## src/rtl/aes_io_buffer.sv

```systemverilog
// Word-serial message/key/result buffer between the bus FSM and an AES-128 core.
// Optional macro AES_IO_KEY_ZEROIZE_EN: clear the key register on every ciphertext capture.
module aes_io_buffer #(
    parameter int DATA_W  = 32,
    parameter int BLOCK_W = 128
) (
    input  logic               clk,
    input  logic               reset,
    input  logic [DATA_W-1:0]  data_in,
    input  logic               shift_in_message,
    input  logic               shift_in_key,
    input  logic               load,
    input  logic               shift_out,
    output logic [DATA_W-1:0]  data_out,
    output logic [BLOCK_W-1:0] aes_message,
    output logic [BLOCK_W-1:0] aes_key,
    output logic               aes_start,
    input  logic [BLOCK_W-1:0] aes_result,
    input  logic               aes_done,
    output logic               msg_full,
    output logic               key_full,
    output logic               out_valid,
    output logic               busy
);

    localparam int WORDS = BLOCK_W / DATA_W;
    localparam int CNT_W = $clog2(WORDS) + 1;
    localparam logic [CNT_W-1:0] CNT_FULL = CNT_W'(WORDS);

    typedef enum logic [1:0] {
        S_IDLE  = 2'd0,
        S_START = 2'd1,
        S_WAIT  = 2'd2
    } state_t;

    state_t state, state_nxt;

    logic [BLOCK_W-1:0] msg_reg;
    logic [BLOCK_W-1:0] key_reg;
    logic [BLOCK_W-1:0] out_reg;
    logic [CNT_W-1:0]   msg_cnt;
    logic [CNT_W-1:0]   key_cnt;
    logic [CNT_W-1:0]   out_cnt;
    logic               capture;

    assign msg_full    = (msg_cnt == CNT_FULL);
    assign key_full    = (key_cnt == CNT_FULL);
    assign out_valid   = (out_cnt != '0);
    assign data_out    = out_reg[BLOCK_W-1 -: DATA_W];
    assign aes_message = msg_reg;
    assign aes_key     = key_reg;
    assign capture     = (state == S_WAIT) && aes_done;

    always_ff @(posedge clk) begin
        if (reset) begin
            state <= S_IDLE;
        end else begin
            state <= state_nxt;
        end
    end

    always_comb begin
        state_nxt = state;
        case (state)
            S_IDLE:  if (load && msg_full && key_full) state_nxt = S_START;
            S_START: state_nxt = S_WAIT;
            S_WAIT:  if (aes_done) state_nxt = S_IDLE;
            default: state_nxt = S_IDLE;
        endcase
    end

    always_comb begin
        aes_start = (state == S_START);
        busy      = (state != S_IDLE);
    end

    always_ff @(posedge clk) begin
        if (reset) begin
            msg_reg <= '0;
            key_reg <= '0;
            out_reg <= '0;
            msg_cnt <= '0;
            key_cnt <= '0;
            out_cnt <= '0;
        end else begin
            // Operands only move in IDLE, so they stay frozen while the core runs.
            if (state == S_IDLE) begin
                if (shift_in_message) begin
                    if (!msg_full) begin
                        msg_reg <= {msg_reg[BLOCK_W-DATA_W-1:0], data_in};
                        msg_cnt <= msg_cnt + CNT_W'(1);
                    end
                end else if (shift_in_key && !key_full) begin
                    key_reg <= {key_reg[BLOCK_W-DATA_W-1:0], data_in};
                    key_cnt <= key_cnt + CNT_W'(1);
                end
            end

            // A capture overrides a coincident pop and reloads the full result.
            if (capture) begin
                out_reg <= aes_result;
                out_cnt <= CNT_FULL;
                msg_cnt <= '0;
`ifdef AES_IO_KEY_ZEROIZE_EN
                key_reg <= '0;
                key_cnt <= '0;
`endif
            end else if (shift_out && out_valid) begin
                out_reg <= out_reg << DATA_W;
                out_cnt <= out_cnt - CNT_W'(1);
            end
        end
    end

endmodule

```

## config.mk

```make
export PLATFORM = sky130hd
export DESIGN_NAME = aes_io_buffer
export DESIGN_NICKNAME = d
export VERILOG_FILES = /design/src/rtl/aes_io_buffer.sv
export SDC_FILE = /design/constraint.sdc
export NUM_CORES = 1
export LEC_CHECK = 0
export CORE_MARGIN = 2
export CORE_UTILIZATION = 40
export DETAILED_ROUTE_END_ITERATION = 8
export PLACE_DENSITY = 0.76
export SLEW_MARGIN = 25
export SYNTH_ARGS = -nofsm -noshare
export SYNTH_HDL_FRONTEND = slang
export SYNTH_SLANG_ARGS = --single-unit
```

## constraint.sdc

```tcl
create_clock -name clk -period 2.04 [get_ports clk]
set_input_delay 0.306 -clock clk [delete_from_list [all_inputs] [get_ports clk]]
set_output_delay 0.306 -clock clk [all_outputs]
set_load 0.005 [all_outputs]
```

==> impl_metrics.tcl, run 1 <==
set metrics [dict create \
    power_density_nw_per_um2 810 \
    synth_top_area_share 0.495 \
    synthAdderAreaFrac 0.00470 \
    cts_tree "done" \
    grt_max_degree 75 \
    end_kind "primary output" \
    fp.dieW_um 204 \
    clockBufferDepth 3 \
    r2r_slack_ns 0.18 \
    cts_sinks 395 \
    die-area_sq_um 41600 \
    antenna_left 0 \
    hpwl_um 37300 \
    cts_root_buffer "clkbuf_16" \
    finalHoldViolCount 0 \
    ioPinCount 460 \
    routedWlPerCell_um 19.5 \
    grt_pass1_vias 13700 \
    ctsHoldBuffers 0 \
    hold_ws_ns 0.153 \
    p_leak_uw 0.00816 \
    synth_edf_count 0 \
    crit_path_start "out_cnt[0]$_SDFFE_PP0P_" \
    cts_setup_buffers 0 \
    vias 13600 \
    htreeDepth 2 \
    synth_xor_area_frac 0.000548 \
    syn-cell-area_sq_um 16000 \
    ys.flop_type "dfxtp_1" \
    r2r_start "msg_cnt[0]$_SDFFE_PP0P_" \
    cts.reportedPaths.clkPinSlew_ns 0.06 \
    clkLatencyLatePin_ns 0.56 \
    syn_nets 1880 \
    drt-total-wl_um 51800 \
    synth-simple-area-share 0.184 \
    rows 73 \
    area_delta_synth_final_pct 40.0 \
    yosys-top-cells-area "dfxtp_1, mux2i_1, nand2b_1, a21oi_1, a211oi_1" \
    fin_ws_ns 0.101 \
    dr.pass1.iters 5 \
    maxSlewViolCount 0 \
    yosysTopAreaCell "dfxtp_1" \
    layout-drive-gt1-share 0.0683 \
    grt_pass1_wl_um 77900 \
    gp_congestion 0.891 \
    post-place-ws_ns 0.0425 \
    port-buffer-count 459 \
    synth_top_family_by_area "simple AND/OR/NAND/NOR gates" \
    crit_arrival_ns 1.63 \
    synthArstFlopShare 0 \
    timing.rr.end "aes_message[16]$_SDFFE_PP0P_" \
    max_freq_mhz 516 \
    drv_cap 0 \
    grt_antenna_before_repair 3 \
    drc 0 \
    outcome "complete, no violations" \
    cp_max_fo 3 \
    syn_inst 1707 \
    dr.first_iter.drc_count 697 \
    rr_worst_depth 6 \
    start_util 0.404 \
    coreArea_sq_um 39500 \
    cts_made_buffers 43 \
    synth_compound_area_frac 0.119 \
    min_path_type "in2reg" \
    crit_type "reg2out" \
    die_h_um 204 \
    track_usage 0.241 \
    synth-seq-cells 395 \
    tightestPinTransition_ns 0.463 \
    ys_warn_count 0 \
    crit_path_end "out_valid" \
    worst_setup_path_start_kind "flip-flop" \
    avgSynthCellArea_sq_um 9.36 \
    final_core_util 0.566 \
    muxShareOfSynthArea 0.133 \
    slew-limit-headroom 0.692 \
    cp.required_ns 1.73 \
    fin_tns_setup_ns 0 \
    viasPerCell 5.14 \
    overflow 0 \
    period_needed_ns 1.94 \
    rsz0062_at_grt "no" \
    fin_crit_sh 0.950 \
    ir_drop_v 0.000630 \
    finClkSkew_ns 0.0128 \
    nNetsFinal 2267 \
    power.total_uw 18100 \
    yosysUniqueCellTypes 37 \
    ys_seq_area_frac 0.495 \
    setup_violations 0 \
]
==> worst min path at each step <==
stage                                    startpoint                            to  slack [ns]  cells past startpoint
after detailed placement   out_reg[36]$_SDFFE_PP0P_      out_reg[36]$_SDFFE_PP0P_        0.45                      2
after CTS                          shift_in_message  aes_message[64]$_SDFFE_PP0P_        0.14                      3
final                              shift_in_message  aes_message[64]$_SDFFE_PP0P_        0.15                      3
after global routing               shift_in_message  aes_message[64]$_SDFFE_PP0P_        0.17                      3
after floorplan            out_reg[94]$_SDFFE_PP0P_      out_reg[94]$_SDFFE_PP0P_        0.44                      2
after global placement    out_reg[107]$_SDFFE_PP0P_     out_reg[107]$_SDFFE_PP0P_        0.45                      2
==> cells in the final DEF (no fill, tap or decap), types with 2 or more instances in the layout <==
cell             netlist  final
clkdlybuf4s50_1        0    451
dfxtp_1              395    392
nand2b_1             246    245
mux2i_1              210    210
a21oi_1              177    177
nand2_1              133    131
nor2_1               103    103
a211oi_1              96     96
nand3_1               82     81
o21ai_0               49     49
clkbuf_16              0     43
buf_4                 49     39
buf_12                 0     19
inv_1                 12     11
clkbuf_8               0      9
clkbuf_1              78      7
clkinv_2               0      6
dlygate4sd2_1          0      6
inv_6                  0      5
diode_2                0      4
ha_1                   6      4
nor2b_1                4      3
nand2_2                1      3
dfxtp_2                0      3
nand3b_1               2      2
ha_4                   0      2
bufinv_16              0      2
==> layer usage <==
metal | track usage | vias to the layer above | share of wire
met4 | 0.0886 | 2 | 0.033
met2 | 0.419 | 508 | 0.48
met5 | 0 | - | 0.00025
li1 | - | 6569 | -
met3 | 0.0848 | 95 | 0.095
met1 | 0.271 | 6442 | 0.39
==> cell usage after synthesis (2+ instances only) <==
library cell  instances
buf_8                 3
nor2b_1               4
nand3b_1              2
nand3_1              82
clkbuf_2              3
o21ai_0              49
mux2i_1             210
a211oi_1             96
nand2b_1            246
dfxtp_1             395
buf_4                49
a21oi_1             177
buf_2                27
inv_1                12
ha_1                  6
buf_1                 8
nor2_1              103
clkbuf_1             78
buf_6                 7
nand2_1             133
==> cell families (layout without fill, tap and decap cells) <==
family / after synthesis / after routing
AND/OR/NAND/NOR: 579 / 579
flip-flops: 395 / 395
AO/OA/AOI/OAI: 327 / 327
multiplexers: 212 / 212
buffers and inverters: 187 / 602
adder cells (fa/ha/maj): 6 / 6
XOR/XNOR: 1 / 1
other: 0 / 4
==> report_power, final <==
group,internal [uW],total [uW],switching (uW)
registers,7870,7980,105
logic,1110,2470,1370
clock network,4460,7660,3200
total,13400,18100,4670
==> through the flow <==
stage / std cells / cell area [sq um]
after detailed placement: 2574 / 21000
after floorplan: 1707 / 16000
after CTS: 2647 / 22300
after global routing: 2648 / 22400
after global placement: 2574 / 21000
final: 2651 / 22400
==> area by class of cell <==
cell class / count / area [sq um]
repair buffers: 517 / 5260
clock inverters: 14 / 141
multi-input cells: 1125 / 7120
clock buffers: 59 / 1230
flip-flops and latches: 395 / 7910
diodes: 4 / 10.0
well taps: 525 / 657
inverters: 12 / 45.0
fillers: 3421 / 17200
==> critical path, cell delays in order, from the launching register on <==
cell and delay [ns]:
dfxtp_2 0.33, inv_1 0.04, ha_1 0.22, ha_4 0.19
inv_2 0.06, dlygate4sd2_1 0.23
==> repair_timing <==
action                                  CTS  global route
gates resized for setup                  13             3
endpoints found under the setup margin    6             2
pin swaps                                 0             0
Note: power is estimated with default switching activity, not from simulation.
==> run 2: changes to the inputs <==
--- a/config.mk
+++ b/config.mk
@@ -5,10 +5,12 @@
 export SDC_FILE = /design/constraint.sdc
 export NUM_CORES = 1
 export LEC_CHECK = 0
+export CAP_MARGIN = 20
 export CORE_MARGIN = 2
 export CORE_UTILIZATION = 40
 export DETAILED_ROUTE_END_ITERATION = 8
-export PLACE_DENSITY = 0.76
+export DONT_BUFFER_PORTS = 1
+export PLACE_DENSITY = 0.61
 export SLEW_MARGIN = 25
 export SYNTH_ARGS = -nofsm -noshare
 export SYNTH_HDL_FRONTEND = slang
==> run 2 against run 1 <==
Compared with the run above:
- the run now ends with hold timing, slew limit, setup timing left
- maximum frequency shrank 8.7%
- register-to-register slack worse by 0.13 ns
- via count shrank 3.5%
- worst hold slack lost 0.26 ns
- die area unchanged
- combinational power is 15% lower
- total power fell by 0.92%
- critical endpoint is now aes_key[11]$_SDFFE_PP0P_
==> impl_metrics.tcl, run 2 (synthesis gave the netlist of run 1 again) <==
set metrics [dict create \
    slew-limit-headroom -0.0405 \
    fin_tns_setup_ns -0.166 \
    drc 0 \
    grt_max_degree 427 \
    crit_type "in2reg" \
    p_leak_uw 0.00734 \
    viasPerCell 5.26 \
    vias 13100 \
    layout_common_cells "dfxtp_1, dlygate4sd3_1, nand2b_1" \
    port-buffer-count 0 \
    ir_drop_v 0.000652 \
    worst_setup_path_start_kind "input port" \
    r2r_start "out_cnt[0]$_SDFFE_PP0P_" \
    finalHoldViolCount 54 \
    diodes 0 \
    mostFrequentLayoutCell "dfxtp_1" \
    end_kind "flip-flop" \
    clockBufferDepth 3 \
    violations "hold timing, slew limit, setup timing" \
    cp_cell_sequence "nand2b_1 -> dlygate4sd3_1 -> mux2i_1 -> dlygate4sd3_1" \
    worst-path-buf-inv 2 \
    nNetsFinal 2115 \
    post-place-ws_ns 0.0815 \
    cp_common_cell "dlygate4sd3_1" \
    dr.pass1.iters 5 \
    area_delta_synth_final_pct 31.3 \
    period_needed_ns 2.12 \
    hpwl_um 31300 \
    dr.first_iter.drc_count 1024 \
    drt-total-wl_um 50400 \
    max_freq_mhz 471 \
    overflow 0 \
    clkLatencyLatePin_ns 0.58 \
    die-area_sq_um 41600 \
    tightestPinTransition_ns 1.56 \
    cts_root_buffer "clkbuf_16" \
    cp_max_fo 426 \
    die_h_um 204 \
    cts_sinks 395 \
    crit_path_end "aes_key[11]$_SDFFE_PP0P_" \
    cts_tree "done" \
    antenna_left 0 \
    outcome "finished, violations left" \
    min_path_type "in2reg" \
    coreArea_sq_um 39500 \
    layout-drive-gt1-share 0.0622 \
    start_util 0.404 \
    crit_arrival_ns 2.64 \
    crit_path_start "reset" \
    fp.dieW_um 204 \
    fin_ws_ns -0.0828 \
    cts_made_buffers 44 \
    critPathSlowestCell "dlygate4sd3_1" \
    maxSlewViolCount 87 \
    grt_pass1_wl_um 75000 \
    routedWlPerCell_um 20.2 \
    setup_violations 3 \
    finClkSkew_ns 0.0172 \
    fin_crit_sh 1.04 \
    grt_antenna_before_repair 1 \
    rsz0062_at_grt "yes" \
    grt_pass1_vias 13100 \
    drv_cap 0 \
    cp.required_ns 2.56 \
    power_density_nw_per_um2 855 \
    ioPinCount 460 \
    r2r_slack_ns 0.05 \
    track_usage 0.230 \
    gp_congestion 0.814 \
    htreeDepth 2 \
    rr_worst_depth 7 \
    rows 73 \
    hold_ws_ns -0.110 \
    critical_path.top_delay_family "buffers and inverters" \
    cts.reportedPaths.clkPinSlew_ns 0.06 \
    crit_path_max_incr_delay_ns 0.61 \
    critical_path_depth 4 \
    nFillCells 3406 \
    timing.rr.end "out_reg[25]$_SDFFE_PP0P_" \
]
[run 2: layer usage]
layer,part of all wire,vias up,GRT usage,wire (um)
met5,0,-,0,0
met4,0.037,0,0.104,1840
met1,0.37,6284,0.242,18600
li1,-,6253,-,-
met2,0.50,499,0.403,25000
met3,0.099,110,0.0901,4980
[run 2: layout make-up]
type	count	area, sq um	share of cell area
clock buffer	59	1250	0.0594
clock inverter	21	181	0.00865
inverter	12	45.0	0.00215
multi-input combinational	1125	7110	0.339
sequential	395	7910	0.377
tap	525	657	0.0313
timing repair buffer	364	3830	0.183
[run 2: timing repair]
item,4_1_cts,5_1_grt
resized for setup,0,8
hold buffers,282,49
hold endpoints to repair,385,151
endpoints found under the setup margin,0,74
buffers inserted,0,2
[run 2: power by group]
part	total, uW	switching [uW]	internal [uW]
combinational	2100	1160	935
sequential	8040	172	7870
clock	7800	3330	4470
[run 2: how the worst min path moves through the flow]
stage / startpoint / depth (start not counted) / endpoint / slack [ns]
5_1_grt: reset / 1 / out_reg[29]$_SDFFE_PP0P_ / -0.14
6_report: aes_result[29] / 2 / out_reg[29]$_SDFFE_PP0P_ / -0.11
3_3_place_gp: reset / 1 / aes_message[118]$_SDFFE_PP0P_ / 0.42
2_1_floorplan: out_reg[94]$_SDFFE_PP0P_ / 2 / out_reg[94]$_SDFFE_PP0P_ / 0.44
4_1_cts: reset / 1 / out_reg[29]$_SDFFE_PP0P_ / -0.17
3_5_place_dp: reset / 1 / aes_message[111]$_SDFFE_PP0P_ / 0.44
[run 2: per-stage QoR]
step | hold slack, ns | utilization | total power, uW | std cells | instance area (sq um)
after CTS | -0.171 | 0.516 | 18000 | 2449 | 20400
after floorplan | 0.437 | - | 9340 | 1707 | 16000
after detailed placement | 0.436 | 0.408 | 9900 | 2087 | 16100
final | -0.110 | 0.531 | 17900 | 2501 | 21000
after global placement | 0.421 | 0.408 | 9890 | 2087 | 16100
after global routing | -0.143 | 0.531 | 18600 | 2501 | 21000
==> run 3: changes to the inputs <==
--- a/config.mk
+++ b/config.mk
@@ -6,11 +6,13 @@
 export NUM_CORES = 1
 export LEC_CHECK = 0
 export CAP_MARGIN = 20
+export CELL_PAD_IN_SITES_DETAIL_PLACEMENT = 1
+export CELL_PAD_IN_SITES_GLOBAL_PLACEMENT = 2
 export CORE_MARGIN = 2
-export CORE_UTILIZATION = 40
+export CORE_UTILIZATION = 37
 export DETAILED_ROUTE_END_ITERATION = 8
 export DONT_BUFFER_PORTS = 1
-export PLACE_DENSITY = 0.61
+export PLACE_DENSITY = 0.85
 export SLEW_MARGIN = 25
 export SYNTH_ARGS = -nofsm -noshare
 export SYNTH_HDL_FRONTEND = slang
==> run 3 against run 2 <==
Compared with the run above:
- the flow finishes with violations (hold timing, setup timing)
- clock power is 9.7% higher
- critical path depth is 2 higher
- non-clock buffer count is 66 higher
- total power is 5.9% higher
- final area is 4.3% higher
- wire length is 35% higher
- final cell count is 5.2% higher
- combinational power is 13% higher
- sequential share of layout area is 1.5 points lower
- global-route usage is 4.3 points higher
- die area is 7.9% higher
- critical path type is now reg2reg
- highest routed layer is now met5
==> impl_metrics.tcl, run 3 (synthesis gave the netlist of run 1 again) <==
set metrics [dict create \
    ir_drop_v 0.000572 \
    antenna_left 0 \
    grt_pass1_vias 14700 \
    seqCellArea_sq_um 7910 \
    drv_cap 0 \
    finalHoldViolCount 37 \
    ioPinCount 460 \
    die_h_um 212 \
    period_needed_ns 2.10 \
    track_usage 0.273 \
    cp_max_fo 21 \
    min_path_type "in2reg" \
    drt-total-wl_um 68300 \
    layout_common_cells "dfxtp_1, dlygate4sd3_1, nand2b_1" \
    layout-drive-gt1-share 0.0807 \
    p_leak_uw 0.00770 \
    cts_sinks 395 \
    fin_crit_sh 1.03 \
    crit_arrival_ns 2.64 \
    slew-limit-headroom 0.261 \
    fin_ws_ns -0.0641 \
    clockBufferDepth 3 \
    tightestPinTransition_ns 1.11 \
    fp.dieW_um 212 \
    overflow 0 \
    maxSlewViolCount 0 \
    cts_made_buffers 45 \
    power_density_nw_per_um2 869 \
    end_kind "flip-flop" \
    hpwl_um 34100 \
    power.total_uw 19000 \
    grt_antenna_before_repair 3 \
    hold_ws_ns -0.0786 \
    crit_type "reg2reg" \
    start_util 0.373 \
    violations "hold timing, setup timing" \
    rsz0062_at_grt "yes" \
    multiInputGateArea_sq_um 7130 \
    vias 14100 \
    nFillCells 4618 \
    grt_pass1_wl_um 93200 \
    finClkSkew_ns 0.0305 \
    setup_violations 4 \
    dr.first_iter.drc_count 1041 \
    rr_worst_depth 6 \
    viasPerCell 5.37 \
    gp_congestion 0.809 \
    clkLatencyLatePin_ns 0.59 \
    die-area_sq_um 44900 \
    cts_root_buffer "clkbuf_16" \
    nNetsFinal 2182 \
    worst_setup_path_start_kind "flip-flop" \
    cts_tree "done" \
    mostFrequentLayoutCell "dfxtp_1" \
    routedWlPerCell_um 25.9 \
    outcome "finished, violations left" \
    rows 76 \
    holdPathStages 2 \
    cts.reportedPaths.clkPinSlew_ns 0.07 \
    port-buffer-count 0 \
    max_freq_mhz 475 \
    htreeDepth 2 \
    drc 0 \
    cp.required_ns 2.57 \
    area_delta_synth_final_pct 36.9 \
    grt_max_degree 427 \
    dr.pass1.iters 5 \
    coreArea_sq_um 42900 \
]
-- run 3: layer usage --
layer / vias to the layer above / share of wire / wire, um / track usage
met5: - / 0.00048 / 33 / 0
li1: 6381 / - / - / -
met4: 4 / 0.057 / 3870 / 0.144
met2: 640 / 0.48 / 32800 / 0.457
met1: 6886 / 0.37 / 25400 / 0.296
met3: 228 / 0.091 / 6180 / 0.111
-- run 3: where the power goes --
group / internal, uW / switching [uW]
Clock: 4920 / 3640
Sequential: 7870 / 205
Combinational: 1060 / 1320
Total: 13800 / 5170
-- run 3: stage by stage --
step	instance area [sq um]	worst slack (ns)	utilization	setup TNS, ns	std cells
CTS	21000	0.0172	0.489	0	2553
finish	21900	-0.0641	0.510	-0.131	2631
global route	21900	-0.114	0.510	-0.314	2631
global placement	16400	0.212	0.383	0	2166
floorplan	16000	0.352	-	0	1707
detailed placement	16400	0.142	0.383	0	2166
-- run 3: final timing paths --
path                                                from                        end  slack [ns]
worst max-delay path             key_cnt[0]$_SDFFE_PP0P_   aes_key[61]$_SDFFE_PP0P_       -0.06
worst min-delay path                     aes_result[122]  out_reg[122]$_SDFFE_PP0P_       -0.08
worst max register to register   key_cnt[0]$_SDFFE_PP0P_   aes_key[61]$_SDFFE_PP0P_       -0.06
worst min register to register  out_reg[55]$_SDFFE_PP0P_   out_reg[55]$_SDFFE_PP0P_        0.46
-- run 3: timing repair --
action                                  4_1_cts  5_1_grt
setup buffers                                 0       14
endpoints found under the hold margin       387      154
resized for setup                             0       13
endpoints found under the setup margin        0       24
hold buffers                                304       59
-- run 3: worst max-delay path: stages (launching register included) --
cell,delay [ns]
dfxtp_2,0.34
inv_1,0.05
ha_1,0.20
nand2_1,0.09
and3_4,0.49
mux2i_1,0.27
dlygate4sd3_1,0.58
-- run 3: final cells by class --
class                      instances  area share
multi-input combinational       1125       0.326
timing repair buffer             430       0.207
antenna                            1    0.000114
inverter                          12     0.00206
sequential                       395       0.362
clock inverter                    19     0.00972
tap                              585      0.0335
clock buffer                      64      0.0602
